===== src/rtl/jt49_multi.sv =====
// jt49_multi - parametrised multi-channel PSG core.
//
// CH square-wave tone channels, one shared 17-bit LFSR noise source and one
// shared AY-shaped envelope generator. All are programmed through a 32-entry
// register bus. The core produces a time-multiplexed mixed sum together with
// the linear amplitude of each channel.
//
// Parameters:
//   CH      number of tone channels, 1..8
//   TW      tone period width in bits, 9..16
//   CLKDIV  tone prescaler is 2^CLKDIV cen pulses, 1..8
//
// Ports:
//   clk           system clock, rising edge
//   rst_n         synchronous active-low reset
//   cen           clock enable for all sound logic (the bus ignores it)
//   cs_n, wr_n    active-low chip select / write strobe
//   addr, din     register address / write data
//   dout          registered read data, valid the clk after a read
//   sound         mixed sum of all channel amplitudes (0..2040)
//   ch_out        per-channel amplitude, channel k at [8k+7:8k]
//   sample_valid  one-clk pulse when sound and ch_out update
module jt49_multi #(
  parameter int CH     = 3,
  parameter int TW     = 12,
  parameter int CLKDIV = 4
) (
  input  logic            clk,
  input  logic            rst_n,
  input  logic            cen,
  input  logic            cs_n,
  input  logic            wr_n,
  input  logic [4:0]      addr,
  input  logic [7:0]      din,
  output logic [7:0]      dout,
  output logic [10:0]     sound,
  output logic [8*CH-1:0] ch_out,
  output logic            sample_valid
);

  localparam int SW = $clog2(CH + 1);

  typedef enum logic [1:0] {
    ENV_HOLD,
    ENV_UP,
    ENV_DOWN
  } env_st_e;

  // ---------------------------------------------------------------- registers
  logic [TW-1:0]  per_q [CH];
  logic [4:0]     vol_q [CH];
  logic [4:0]     nper_q;
  logic [CH-1:0]  tone_en_q;
  logic [CH-1:0]  noise_en_q;
  logic [15:0]    eper_q;
  logic [3:0]     shape_q;
  logic [7:0]     dout_q;
  logic [7:0]     rdata;

  logic we, rd, shape_wr;

  assign we       = ~cs_n & ~wr_n;
  assign rd       = ~cs_n &  wr_n;
  assign shape_wr = we && (addr == 5'h1D);

  always_ff @(posedge clk) begin
    if (!rst_n) begin
      for (int unsigned i = 0; i < CH; i++) begin
        per_q[i] <= '0;
        vol_q[i] <= '0;
      end
      nper_q     <= '0;
      tone_en_q  <= '0;
      noise_en_q <= '0;
      eper_q     <= '0;
      shape_q    <= '0;
    end else if (we) begin
      for (int unsigned i = 0; i < CH; i++) begin
        if (addr == 5'(2 * i))      per_q[i][7:0]    <= din;
        if (addr == 5'(2 * i + 1))  per_q[i][TW-1:8] <= din[TW-9:0];
        if (addr == 5'(16 + i))     vol_q[i]         <= din[4:0];
      end
      case (addr)
        5'h18:   nper_q        <= din[4:0];
        5'h19:   tone_en_q     <= din[CH-1:0];
        5'h1A:   noise_en_q    <= din[CH-1:0];
        5'h1B:   eper_q[7:0]   <= din;
        5'h1C:   eper_q[15:8]  <= din;
        5'h1D:   shape_q       <= din[3:0];
        default: ;
      endcase
    end
  end

  // Addresses of absent channels never match inside the loop and fall
  // through to the 0x00 default.
  always_comb begin
    rdata = '0;
    for (int unsigned i = 0; i < CH; i++) begin
      if (addr == 5'(2 * i))     rdata = per_q[i][7:0];
      if (addr == 5'(2 * i + 1)) rdata = 8'(per_q[i][TW-1:8]);
      if (addr == 5'(16 + i))    rdata = {3'b000, vol_q[i]};
    end
    case (addr)
      5'h18:   rdata = {3'b000, nper_q};
      5'h19:   rdata = 8'(tone_en_q);
      5'h1A:   rdata = 8'(noise_en_q);
      5'h1B:   rdata = eper_q[7:0];
      5'h1C:   rdata = eper_q[15:8];
      5'h1D:   rdata = {4'b0000, shape_q};
      default: ;
    endcase
  end

  always_ff @(posedge clk) begin
    if (!rst_n)  dout_q <= '0;
    else if (rd) dout_q <= rdata;
  end

  // --------------------------------------------------------------- prescaler
  logic [CLKDIV-1:0] pre_q;
  logic [3:0]        epre_q;
  logic              tone_tick, env_tick;

  assign tone_tick = cen & (&pre_q);
  assign env_tick  = tone_tick & (&epre_q);

  always_ff @(posedge clk) begin
    if (!rst_n) begin
      pre_q  <= '0;
      epre_q <= '0;
    end else begin
      if (cen)       pre_q  <= pre_q + CLKDIV'(1);
      if (tone_tick) epre_q <= epre_q + 4'd1;
    end
  end

  // ------------------------------------------------------------ tone channels
  logic [TW-1:0] per_m1 [CH];
  logic [TW-1:0] tcnt_q [CH];
  logic [CH-1:0] tone_q;

  // Period 0 behaves as period 1, so the terminal count is max(P,1)-1.
  always_comb begin
    for (int unsigned i = 0; i < CH; i++) begin
      per_m1[i] = (per_q[i] == '0) ? '0 : per_q[i] - TW'(1);
    end
  end

  always_ff @(posedge clk) begin
    if (!rst_n) begin
      for (int unsigned i = 0; i < CH; i++) tcnt_q[i] <= '0;
      tone_q <= '0;
    end else if (tone_tick) begin
      for (int unsigned i = 0; i < CH; i++) begin
        if (tcnt_q[i] >= per_m1[i]) begin
          tcnt_q[i] <= '0;
          tone_q[i] <= ~tone_q[i];
        end else begin
          tcnt_q[i] <= tcnt_q[i] + TW'(1);
        end
      end
    end
  end

  // ------------------------------------------------------------------- noise
  logic [4:0]  nper_m1;
  logic [4:0]  ndiv_q;
  logic [16:0] lfsr_q;

  assign nper_m1 = (nper_q == '0) ? '0 : nper_q - 5'd1;

  always_ff @(posedge clk) begin
    if (!rst_n) begin
      ndiv_q <= '0;
      lfsr_q <= 17'h1;
    end else if (tone_tick) begin
      if (ndiv_q >= nper_m1) begin
        ndiv_q <= '0;
        lfsr_q <= {lfsr_q[0] ^ lfsr_q[3], lfsr_q[16:1]};
      end else begin
        ndiv_q <= ndiv_q + 5'd1;
      end
    end
  end

  // ---------------------------------------------------------------- envelope
  env_st_e     env_st_q, env_st_d;
  logic [3:0]  env_q, env_d;
  logic [15:0] ediv_q, ediv_d;
  logic [15:0] eper_m1;
  logic        env_step, env_up, env_at_end;

  assign eper_m1 = (eper_q == '0) ? '0 : eper_q - 16'd1;

  always_ff @(posedge clk) begin
    if (!rst_n) begin
      env_st_q <= ENV_HOLD;
      env_q    <= '0;
      ediv_q   <= '0;
    end else begin
      env_st_q <= env_st_d;
      env_q    <= env_d;
      ediv_q   <= ediv_d;
    end
  end

  // A shape write restarts from din directly (shape_q updates on the same
  // edge) and takes priority over any step due in that clk.
  always_comb begin
    env_st_d   = env_st_q;
    env_d      = env_q;
    ediv_d     = ediv_q;
    env_step   = 1'b0;
    env_up     = (env_st_q == ENV_UP);
    env_at_end = env_up ? (env_q == 4'd15) : (env_q == 4'd0);
    if (shape_wr) begin
      ediv_d   = '0;
      env_d    = din[2] ? 4'd0 : 4'd15;
      env_st_d = din[2] ? ENV_UP : ENV_DOWN;
    end else if (env_tick) begin
      if (ediv_q >= eper_m1) begin
        ediv_d   = '0;
        env_step = 1'b1;
      end else begin
        ediv_d = ediv_q + 16'd1;
      end
      if (env_step && env_st_q != ENV_HOLD) begin
        if (!env_at_end) begin
          env_d = env_up ? env_q + 4'd1 : env_q - 4'd1;
        end else if (!shape_q[3]) begin
          env_d    = 4'd0;
          env_st_d = ENV_HOLD;
        end else if (shape_q[0]) begin
          env_d    = (env_up ? 4'd15 : 4'd0) ^ {4{shape_q[1]}};
          env_st_d = ENV_HOLD;
        end else if (shape_q[1]) begin
          env_st_d = env_up ? ENV_DOWN : ENV_UP;
        end else begin
          env_d = shape_q[2] ? 4'd0 : 4'd15;
        end
      end
    end
  end

  // ------------------------------------------------------------------- mixer
  logic [7:0] amp [CH];
  logic [3:0] lvl [CH];

  // level*17 on a 4-bit level is the nibble repeated.
  always_comb begin
    for (int unsigned i = 0; i < CH; i++) begin
      lvl[i] = '0;
      if ((tone_q[i] | ~tone_en_q[i]) & (lfsr_q[0] | ~noise_en_q[i]))
        lvl[i] = vol_q[i][4] ? env_q : vol_q[i][3:0];
      amp[i] = {lvl[i], lvl[i]};
    end
  end

  // --------------------------------------------------------------- sequencer
  logic [SW-1:0]   slot_q;
  logic [10:0]     acc_q;
  logic [8*CH-1:0] shadow_q;
  logic [8*CH-1:0] chout_q;
  logic [10:0]     sound_q;
  logic            sv_q;
  logic [7:0]      amp_sel;

  always_comb begin
    amp_sel = '0;
    for (int unsigned i = 0; i < CH; i++) begin
      if (slot_q == SW'(i)) amp_sel = amp[i];
    end
  end

  always_ff @(posedge clk) begin
    if (!rst_n) begin
      slot_q   <= '0;
      acc_q    <= '0;
      shadow_q <= '0;
      chout_q  <= '0;
      sound_q  <= '0;
      sv_q     <= 1'b0;
    end else begin
      sv_q <= 1'b0;
      if (cen) begin
        if (slot_q == SW'(CH)) begin
          sound_q <= acc_q;
          chout_q <= shadow_q;
          sv_q    <= 1'b1;
          acc_q   <= '0;
          slot_q  <= '0;
        end else begin
          acc_q <= acc_q + 11'(amp_sel);
          for (int unsigned i = 0; i < CH; i++) begin
            if (slot_q == SW'(i)) shadow_q[8*i +: 8] <= amp[i];
          end
          slot_q <= slot_q + SW'(1);
        end
      end
    end
  end

  assign dout         = dout_q;
  assign sound        = sound_q;
  assign ch_out       = chout_q;
  assign sample_valid = sv_q;

endmodule

===== config.mk =====
export PLATFORM = sky130hd
export DESIGN_NAME = jt49_multi
export DESIGN_NICKNAME = d
export VERILOG_FILES = /design/src/rtl/jt49_multi.sv
export SDC_FILE = /design/constraint.sdc
export NUM_CORES = 1
export LEC_CHECK = 0
export ABC_AREA = 1
export CORE_ASPECT_RATIO = 2
export CORE_UTILIZATION = 50
export DETAILED_ROUTE_END_ITERATION = 10
export PLACE_DENSITY = 0.68
export SLEW_MARGIN = 20
export SYNTH_ARGS = -nofsm -noshare
export SYNTH_HDL_FRONTEND = slang
export SYNTH_SLANG_ARGS = --single-unit
export TNS_END_PERCENT = 30

===== constraint.sdc =====
create_clock -name clk -period 3.2 [get_ports clk]
set_input_delay 0.32 -clock clk [delete_from_list [all_inputs] [get_ports clk]]
set_output_delay 0.32 -clock clk [all_outputs]
set_load 0.01 [all_outputs]

# Word-level counts from Yosys, hierarchy flattened
# Memories as Yosys holds them, arrays and structs flattened.
# Index checks and enable logic that the tools add are counted.
# Widths: inputs -> output; s select.
# totals
ff_bits,167
latchBits,0
ramBits,87
mem_bits_ro,0
inputBits,18
elab_cells,276
mem_count,3
# memory_table
name,words,width,rd,rd_ports_with_merged_regs,write_ports,line,text
per_q,3,12,3,0,3,50,logic [TW-1:0] per_q [CH];
tcnt_q,3,12,3,0,3,140,logic [TW-1:0] tcnt_q [CH];
vol_q,3,5,3,0,3,51,logic [4:0] vol_q [CH];
# op_classes
add_sub_neg,16
mul,0
div_mod_pow,0
n_lt_le_gt_ge,5
n_eq_ne,21
shifts,0
n_mux,129
bitwise,43
n_reduce_logical,34
# op_table
operator,n
$mux 8,15
$mux 12,9
$mux 4,20
$mux 1,66
$pmux 8 s6,1
$eq 5x5->1 const B,9
$add 12x1->12 const B,3
$ge 12x12->1,3
$logic_not 12->1,3
$sub 12x1->12 const B,3
$mux 16,2
$mux 5,5
$reduce_and 2->1,12
$or 1x1->1,21
$mux 2,10
$add 16x1->16 const B,1
$ge 16x16->1,1
$logic_not 16->1,1
$sub 16x1->16 const B,1
$not 1->1,13
$add 4x1->4 const B,3
$reduce_and 3->1,4
$reduce_and 4->1,3
$add 11x8->11,1
23 further kinds,38

# Longest topological paths before layout
# Gate-level depths: netlist (run 1).
# depth
ltp_word,11
mapped_depth,23

# Least setup slack after synthesis (run 1)
# OpenSTA, ideal clock, no wires.
# synth_path
path_kind,register -> register
startpoint,mem per_q[1][2]
endpoint,"mem tcnt_q[1][8], data pin"
arrival_ps,2595
path_slack_ps,455
stages_incl_launch_ff,17
cell_sequence,edfxtp_1 -> nor2_1 -> nand2_1 -> nor3_2 -> nand2_1 -> nor4_2 -> nand3b_1 -> xor2_1 -> nand2_1 -> ha_1 -> nand2_1 -> nor2_1 -> a211oi_1 -> nand4_1 -> or2_1 -> buf_2 -> nor3_2
# synth_lines
element,line
from (decl),50
to (decl),140

==> results by group, run 1 <==
Placed design
  – Port bufs: 61
  – Hpwl dp: 27.6 mm
  – GPL Wtd Cong: 1.00
  – DP Area: 0.0144 sq mm
  – Worst slack, placed: -0.219 ns

Status
  – Outcome: completed

Global route
  – Number of global-route vias before repair: 11,500
  – First-pass GRT wire length: 56.1 mm
  – Largest net degree at the start of global routing: 86
  – Initial antenna violation count: 1
  – Tot GR Track Use: 27.0%
  – Total gr overflow: 0

Route
  – DR WL/cell: 16.7 um
  – Routed Antenna Nets: 0
  – DRC: 0
  – Initial DRC Count: 622
  – Via density: 5.49
  – Final wirelength: 35.9 mm
  – DR vias: 11,800
  – Initial DRT Pass Iterations: 5

Pwr
  – Worst vdd ir: 426 uV
  – Power density cells: 432 mW/mm^2
  – Lkg Pwr: 6.54 nW

Finish
  – Layout cell share with drive strength beyond 1: 9.16%
  – Post-route cell area: 0.0153 sq mm
  – Commonest non-fill, non-tap cell in the layout: nand2_1
  – Nets: 1,903
  – Layout area overhead: 15.7%
  – Fin util: 59.3%
  – Most frequent cells in the layout: nand2_1, nor2_1, inv_1

Synthesis
  – Top cells by area, synth: dfxtp_1, edfxtp_1, nand2_1
  – Post-synthesis sequential area ratio: 41.5%
  – Cells after Synth: 1,698
  – Seq cells post-synth: 230
  – Cell variety after synth: 55
  – Synth Warn #: 0
  – Synthesized area per cell: 7.78 sq um
  – Yosys top cell by area: dfxtp_1
  – Netlist Area Pre-Place: 0.0132 sq mm
  – Syn nets: 1,805
  – Share of the synthesized area in the top cell type: 21.7%

Setup path
  – Critical R2R Capture: tcnt_q[0][6]$_SDFFCE_PN0P_
  – CP max-delay cell: edfxtp_1
  – Worst Path Buf+Inv: 2
  – Worst path max stage delay: 0.49 ns
  – Kind of critical path: flip-flop to flip-flop
  – Worst-path cell chain: nor2_2 -> nand2_1 -> inv_1 -> nand2_1 -> nor4_2 -> bufinv_8 -> nand2_1 -> ha_1 -> a21oi_1 -> nor2_1 -> a211oi_1 -> nand4_1 -> or2_4 -> nor3_1
  – FF-to-FF setup slack: 0.09 ns
  – Delay-heaviest family, CP: simple AND/OR/NAND/NOR gates
  – Critical path peak fanout: 12
  – R2R depth: 14
  – Startpoint Class: flip-flop
  – Most frequent CP cell: nand2_1
  – Crit end category: flip-flop
  – Crit path arrival time: 3.48 ns
  – Required @ worst endpoint: 3.57 ns
  – Reg-to-Reg Start: per_q[0][4]$_DFFE_PP_

Timing
  – Final Setup Violations: 0
  – Worst slew pin tran: 0.808 ns
  – Number of hold violations in the final report: 0
  – Final hold slack: 0.210 ns
  – FMAX: 321 MHz
  – Final worst slack: 0.0893 ns
  – Worst rel slew slack: 46.1%
  – Tcrit/Tclk final: 97.2%
  – Fin. max-slew vios: 0
  – Fin crit period: 3.11 ns
  – Setup Skew: 0.0121 ns
  – Setup_tns: 0 ns

Hold path
  – Hold path depth: 3
  – Hold crit path type: input pin to flip-flop
  – Worst Hold Path EP: nper_q[3]$_SDFFE_PN0P_
  – Min-delay src: rst_n

CTS
  – Clk_lat worst skew: 0.53 ns
  – Total CTS buffers: 23
  – H-Tree Depth: 1
  – Clock net sink count: 230
  – Root Buffer Master: clkbuf_16
  – CTS tree: done
  – Worst-path clk slew: 0.07 ns
  – Post-CTS Hold Fix Bufs: 0
  – Clk buf depth: 3

Die
  – Die X: 117 um
  – Core area: 0.0258 sq mm
  – I/O pin cnt: 62
  – Die area: 0.0271 sq mm
  – DIE HEIGHT: 232 um
  – FP Rows: 83
  – Starting Density: 51.3%

Flow run
  – Max Cap Viol: 0
==> worst register-to-register path, delay by kind of cell (launching register included) <==
kind            cells  cell delay [ns]
compound gates      2             0.45
buf+inv             2             0.35
fa+ha+maj           1             0.23
flops               1             0.49
simple gates        9             1.45
==> report_power, final <==
group,internal [mW],switching (mW),leakage [nW]
clock network,1.42,1.18,0.340
logic,0.288,0.492,4.19
registers,3.12,0.0929,2.01
total,4.84,1.76,6.54
==> cells by family after synthesis <==
| logic type | synth area share [%] |
|---|---|
| DFF | 41.5 |
| adders and majority gates | 8.55 |
| xor gates and xnor gates | 3.45 |
| and+or+nand+nor | 25.0 |
| buffers and inverters | 7.69 |
| AOI/OAI and AO/OA | 13.9 |
==> state kept, by name (all words and copies together), names as in the netlist, 5 cells and up <==
register  cells
per_q        36
tcnt_q       36
lfsr_q       17
ediv_q       16
eper_q       16
vol_q        15
ch_out       12
shadow_q     12
acc_q        11
sound        11
dout          8
ndiv_q        5
nper_q        5
==> Yosys cell counts, drive strengths merged <==
cell type	instances
o32ai	1
xnor2	16
nor2	241
a21o	2
a31oi	4
a221oi	3
clkinv	2
clkbuf	19
xor2	36
o31ai	1
a21oi	145
a211oi	7
o211a	1
nand3b	4
o21a	1
nor3	24
nor3b	7
buf	25
nor4	8
o211ai	5
inv	207
a31o	1
a41oi	1
o221ai	3
and2	3
a22o	19
dfxtp	143
nand3	90
ha	87
fa	2
nand4	39
edfxtp	87
o22ai	11
and3	2
o21bai	2
or2	11
o21ai	124
nand2	314
==> metal layers <==
metal | vias to the layer above | routed length [um] | GRT usage (%)
li1 | 5883 | - | -
met1 | 5503 | 12100 | 24.9
met2 | 280 | 18900 | 49.4
met3 | 152 | 1570 | 4.86
met4 | 0 | 3260 | 23.3
met5 | - | 0 | 0
==> what timing repair did <==
item                       4_1_cts  5_1_grt
cloned                           0        1
setup endpoints to repair       13       58
buffers inserted                 0        6
resized for setup                3       33
pin swaps                        0       11
==> metrics by stage <==
stage	power [mW]	std cells
after detailed placement	4.02	2104
after CTS	6.61	2145
after global routing	6.87	2153
after global placement	4.01	2104
after floorplan	3.76	1698
final	6.60	2153
==> worst max path at each step <==
stage,end,slack (ns),startpoint,cells past startpoint
finish,tcnt_q[0][6]$_SDFFCE_PN0P_,0.09,per_q[0][4]$_DFFE_PP_,14
global route,tcnt_q[0][6]$_SDFFCE_PN0P_,-0.03,per_q[0][4]$_DFFE_PP_,14
CTS,tcnt_q[0][6]$_SDFFCE_PN0P_,-0.02,per_q[0][4]$_DFFE_PP_,14
detailed placement,tcnt_q[0][6]$_SDFFCE_PN0P_,-0.22,per_q[0][4]$_DFFE_PP_,14
global placement,tcnt_q[0][6]$_SDFFCE_PN0P_,-0.18,per_q[0][4]$_DFFE_PP_,14
floorplan,tcnt_q[1][8]$_SDFFCE_PN0P_,0.46,per_q[1][2]$_DFFE_PP_,16
==> layout make-up <==
cell class	count	area, sq um
antenna	1	2.50
clock buffer	29	639
clock inverter	12	72.6
fill	2483	10500
inverter	209	798
multi-input combinational	1216	6840
sequential	230	5480
tap	340	425
timing repair buffer	116	1020
(Power assumes the default switching activity.)
==> run 2, diff against run 1 <==
--- a/config.mk
+++ b/config.mk
@@ -6,10 +6,11 @@
 export NUM_CORES = 1
 export LEC_CHECK = 0
 export ABC_AREA = 1
-export CORE_ASPECT_RATIO = 2
+export CAP_MARGIN = 20
 export CORE_UTILIZATION = 50
 export DETAILED_ROUTE_END_ITERATION = 10
 export PLACE_DENSITY = 0.68
+export REMOVE_ABC_BUFFERS = 1
 export SLEW_MARGIN = 20
 export SYNTH_ARGS = -nofsm -noshare
 export SYNTH_HDL_FRONTEND = slang
==> run 2 against run 1 <==
Against the previous run:
- routed wire length down 8.2%
- sequential cell count did not move
- register-to-register slack better by 0.11 ns
- cell area is 0.56% higher
- global-route usage fell by 3.0 points
- utilization fell by 0.19 points
- clock power grew 20%
==> results by group, run 2 (synthesis results as in run 1) <==
Route
  – Initial DRC Count: 974
  – Routed Antenna Nets: 0
  – Final wirelength: 32.9 mm
  – DR WL/cell: 15.4 um
  – Initial DRT Pass Iterations: 6
  – Via density: 5.43
  – DR vias: 11,600
  – DRC: 0

Pwr
  – Sw Share: 25.2%
  – Net switching power: 1.79 mW
  – Clock Power Share: 43.9%
  – Worst vdd ir: 523 uV
  – Pint: 5.30 mW
  – Power density cells: 461 mW/mm^2
  – Lkg Pwr: 6.59 nW
  – Sequential share of power: 45.4%
  – Logic pwr share: 10.7%

Global route
  – Total gr overflow: 0
  – Number of global-route vias before repair: 10,600
  – Initial antenna violation count: 0
  – First-pass GRT wire length: 52.2 mm
  – Largest net degree at the start of global routing: 86
  – Tot GR Track Use: 24.1%

Setup path
  – Crit path arrival time: 3.39 ns
  – Startpoint Class: flip-flop
  – Critical path peak fanout: 5
  – FF-to-FF setup slack: 0.20 ns
  – Critical R2R Capture: tcnt_q[1][6]$_SDFFCE_PN0P_
  – Reg-to-Reg Start: per_q[1][1]$_DFFE_PP_
  – Crit end category: flip-flop
  – R2R depth: 16
  – Required @ worst endpoint: 3.59 ns
  – Kind of critical path: flip-flop to flip-flop

CTS
  – Total CTS buffers: 26
  – H-Tree Depth: 1
  – Clock net sink count: 230
  – Clk buf depth: 3
  – Worst-path clk slew: 0.06 ns
  – Root Buffer Master: clkbuf_16
  – Clk_lat worst skew: 0.54 ns
  – CTS tree: done

Hold path
  – Hold crit path type: input pin to flip-flop
  – Min-delay src: rst_n
  – Worst Hold Path EP: env_st_q[1]$_SDFFE_PN0P_
  – Hold path depth: 3

Status
  – Outcome: completed

Timing
  – Final hold slack: 0.162 ns
  – Worst slew pin tran: 0.816 ns
  – Fin. max-slew vios: 0
  – Fin crit period: 3.00 ns
  – Setup_tns: 0 ns
  – Worst rel slew slack: 45.6%
  – Setup Skew: 0.0145 ns
  – FMAX: 333 MHz
  – Tcrit/Tclk final: 93.9%
  – Final Setup Violations: 0
  – Number of hold violations in the final report: 0

Finish
  – Diode count: 0
  – Post-route cell area: 0.0154 sq mm
  – Nets: 1,896
  – Most frequent cells in the layout: nand2_1, nor2_1, inv_1
  – Layout cell share with drive strength beyond 1: 8.73%
  – Commonest non-fill, non-tap cell in the layout: nand2_1
  – Top flop regs: per_q x36, tcnt_q x36, lfsr_q x17
  – Layout area overhead: 16.4%

Die
  – Die area: 0.0271 sq mm
  – DIE HEIGHT: 165 um
  – I/O pin cnt: 62
  – Starting Density: 50.8%
  – Die X: 165 um
  – Core area: 0.0260 sq mm
  – FP Rows: 59

Placed design
  – GPL Wtd Cong: 0.930
  – Port bufs: 61
  – DP Area: 0.0143 sq mm
  – Hpwl dp: 24.3 mm

Flow run
  – Max Cap Viol: 0
## run 2: cell count changes in the layout (fill, tap and decap cells not counted), sizes merged
cell	delta
diode	-1
clkbuf	+5
clkinvlp	-3
clkinv	+3
inv	-1
or2	+1
buf	-11
bufinv	+3
## run 2: area by class of cell
cell class                 count  area (sq um)
inverter                     209           798
multi-input combinational   1217          6830
clock buffer                  34           753
fill                        2403         10600
sequential                   230          5480
clock inverter                14           145
tap                          335           419
timing repair buffer         105           936
## run 2: worst max-delay path by stage
stage	start	to	slack (ns)
4_1_cts	per_q[2][0]$_DFFE_PP_	tcnt_q[2][11]$_SDFFCE_PN0P_	0.04
2_1_floorplan	per_q[2][2]$_DFFE_PP_	tcnt_q[2][11]$_SDFFCE_PN0P_	0.40
6_report	per_q[1][1]$_DFFE_PP_	tcnt_q[1][6]$_SDFFCE_PN0P_	0.20
5_1_grt	per_q[1][1]$_DFFE_PP_	tcnt_q[1][6]$_SDFFCE_PN0P_	-0.02
3_3_place_gp	per_q[0][4]$_DFFE_PP_	tcnt_q[0][6]$_SDFFCE_PN0P_	0.06
3_5_place_dp	per_q[0][0]$_DFFE_PP_	tcnt_q[0][6]$_SDFFCE_PN0P_	0.005
## run 2: per-stage QoR
| step | util [%] | std cells | setup WS (ns) | power, mW |
|---|---|---|---|---|
| detailed placement | 54.9 | 2084 | 0.00479 | 4.00 |
| global route | 59.1 | 2144 | -0.0205 | 7.37 |
| floorplan | - | 1654 | 0.400 | 3.74 |
| CTS | 58.3 | 2132 | 0.0357 | 7.11 |
| finish | 59.1 | 2144 | 0.197 | 7.09 |
| global placement | 54.9 | 2084 | 0.0645 | 3.98 |
## run 2: critical path: stages, from the launching register on
cell and delay (ns):
edfxtp_1 0.42, nor2_2 0.14, nand2_1 0.11, nor3_4 0.20, nand2_2 0.10, nor4_4 0.19
nand3b_1 0.13, xor2_1 0.15, nand2_1 0.07, ha_1 0.29, nand2_1 0.09, nor2_1 0.05
a211oi_1 0.19, nand4_1 0.18, or2_4 0.32, buf_4 0.14, nor2_1 0.08
## run 2: layer usage
metal / part of all wire [%] / global-route usage, % / up-vias
li1: - / - / 5878
met1: 46 / 33.2 / 5384
met2: 45 / 39.5 / 316
met3: 5.4 / 2.81 / 55
met4: 2.8 / 7.26 / 0
met5: 0 / 0 / -
## run 2: what timing repair did
item / in CTS / in global routing
hold buffers: 0 / 0
cloned: 0 / 2
buffers inserted: 0 / 10
resized for setup: 2 / 30
setup endpoints to repair: 3 / 57
pin swaps: 0 / 10
## run 2: power by group through the flow
stage / Sequential [mW] / Combinational, mW / Clock, mW
4_1_cts: 3.21 / 0.732 / 3.16
2_1_floorplan: 3.25 / 0.485 / 0
3_5_place_dp: 3.28 / 0.726 / 0
3_3_place_gp: 3.27 / 0.709 / 0
5_1_grt: 3.23 / 0.859 / 3.29
6_report: 3.22 / 0.758 / 3.11
==> run 3, diff against run 2 <==
--- a/config.mk
+++ b/config.mk
@@ -6,6 +6,7 @@
 export NUM_CORES = 1
 export LEC_CHECK = 0
 export ABC_AREA = 1
+export ABC_CLOCK_PERIOD_IN_PS = 3200
 export CAP_MARGIN = 20
 export CORE_UTILIZATION = 50
 export DETAILED_ROUTE_END_ITERATION = 10
==> results of run 3 <==
The final DEF is identical to that of run 2; final timing and power are the same.
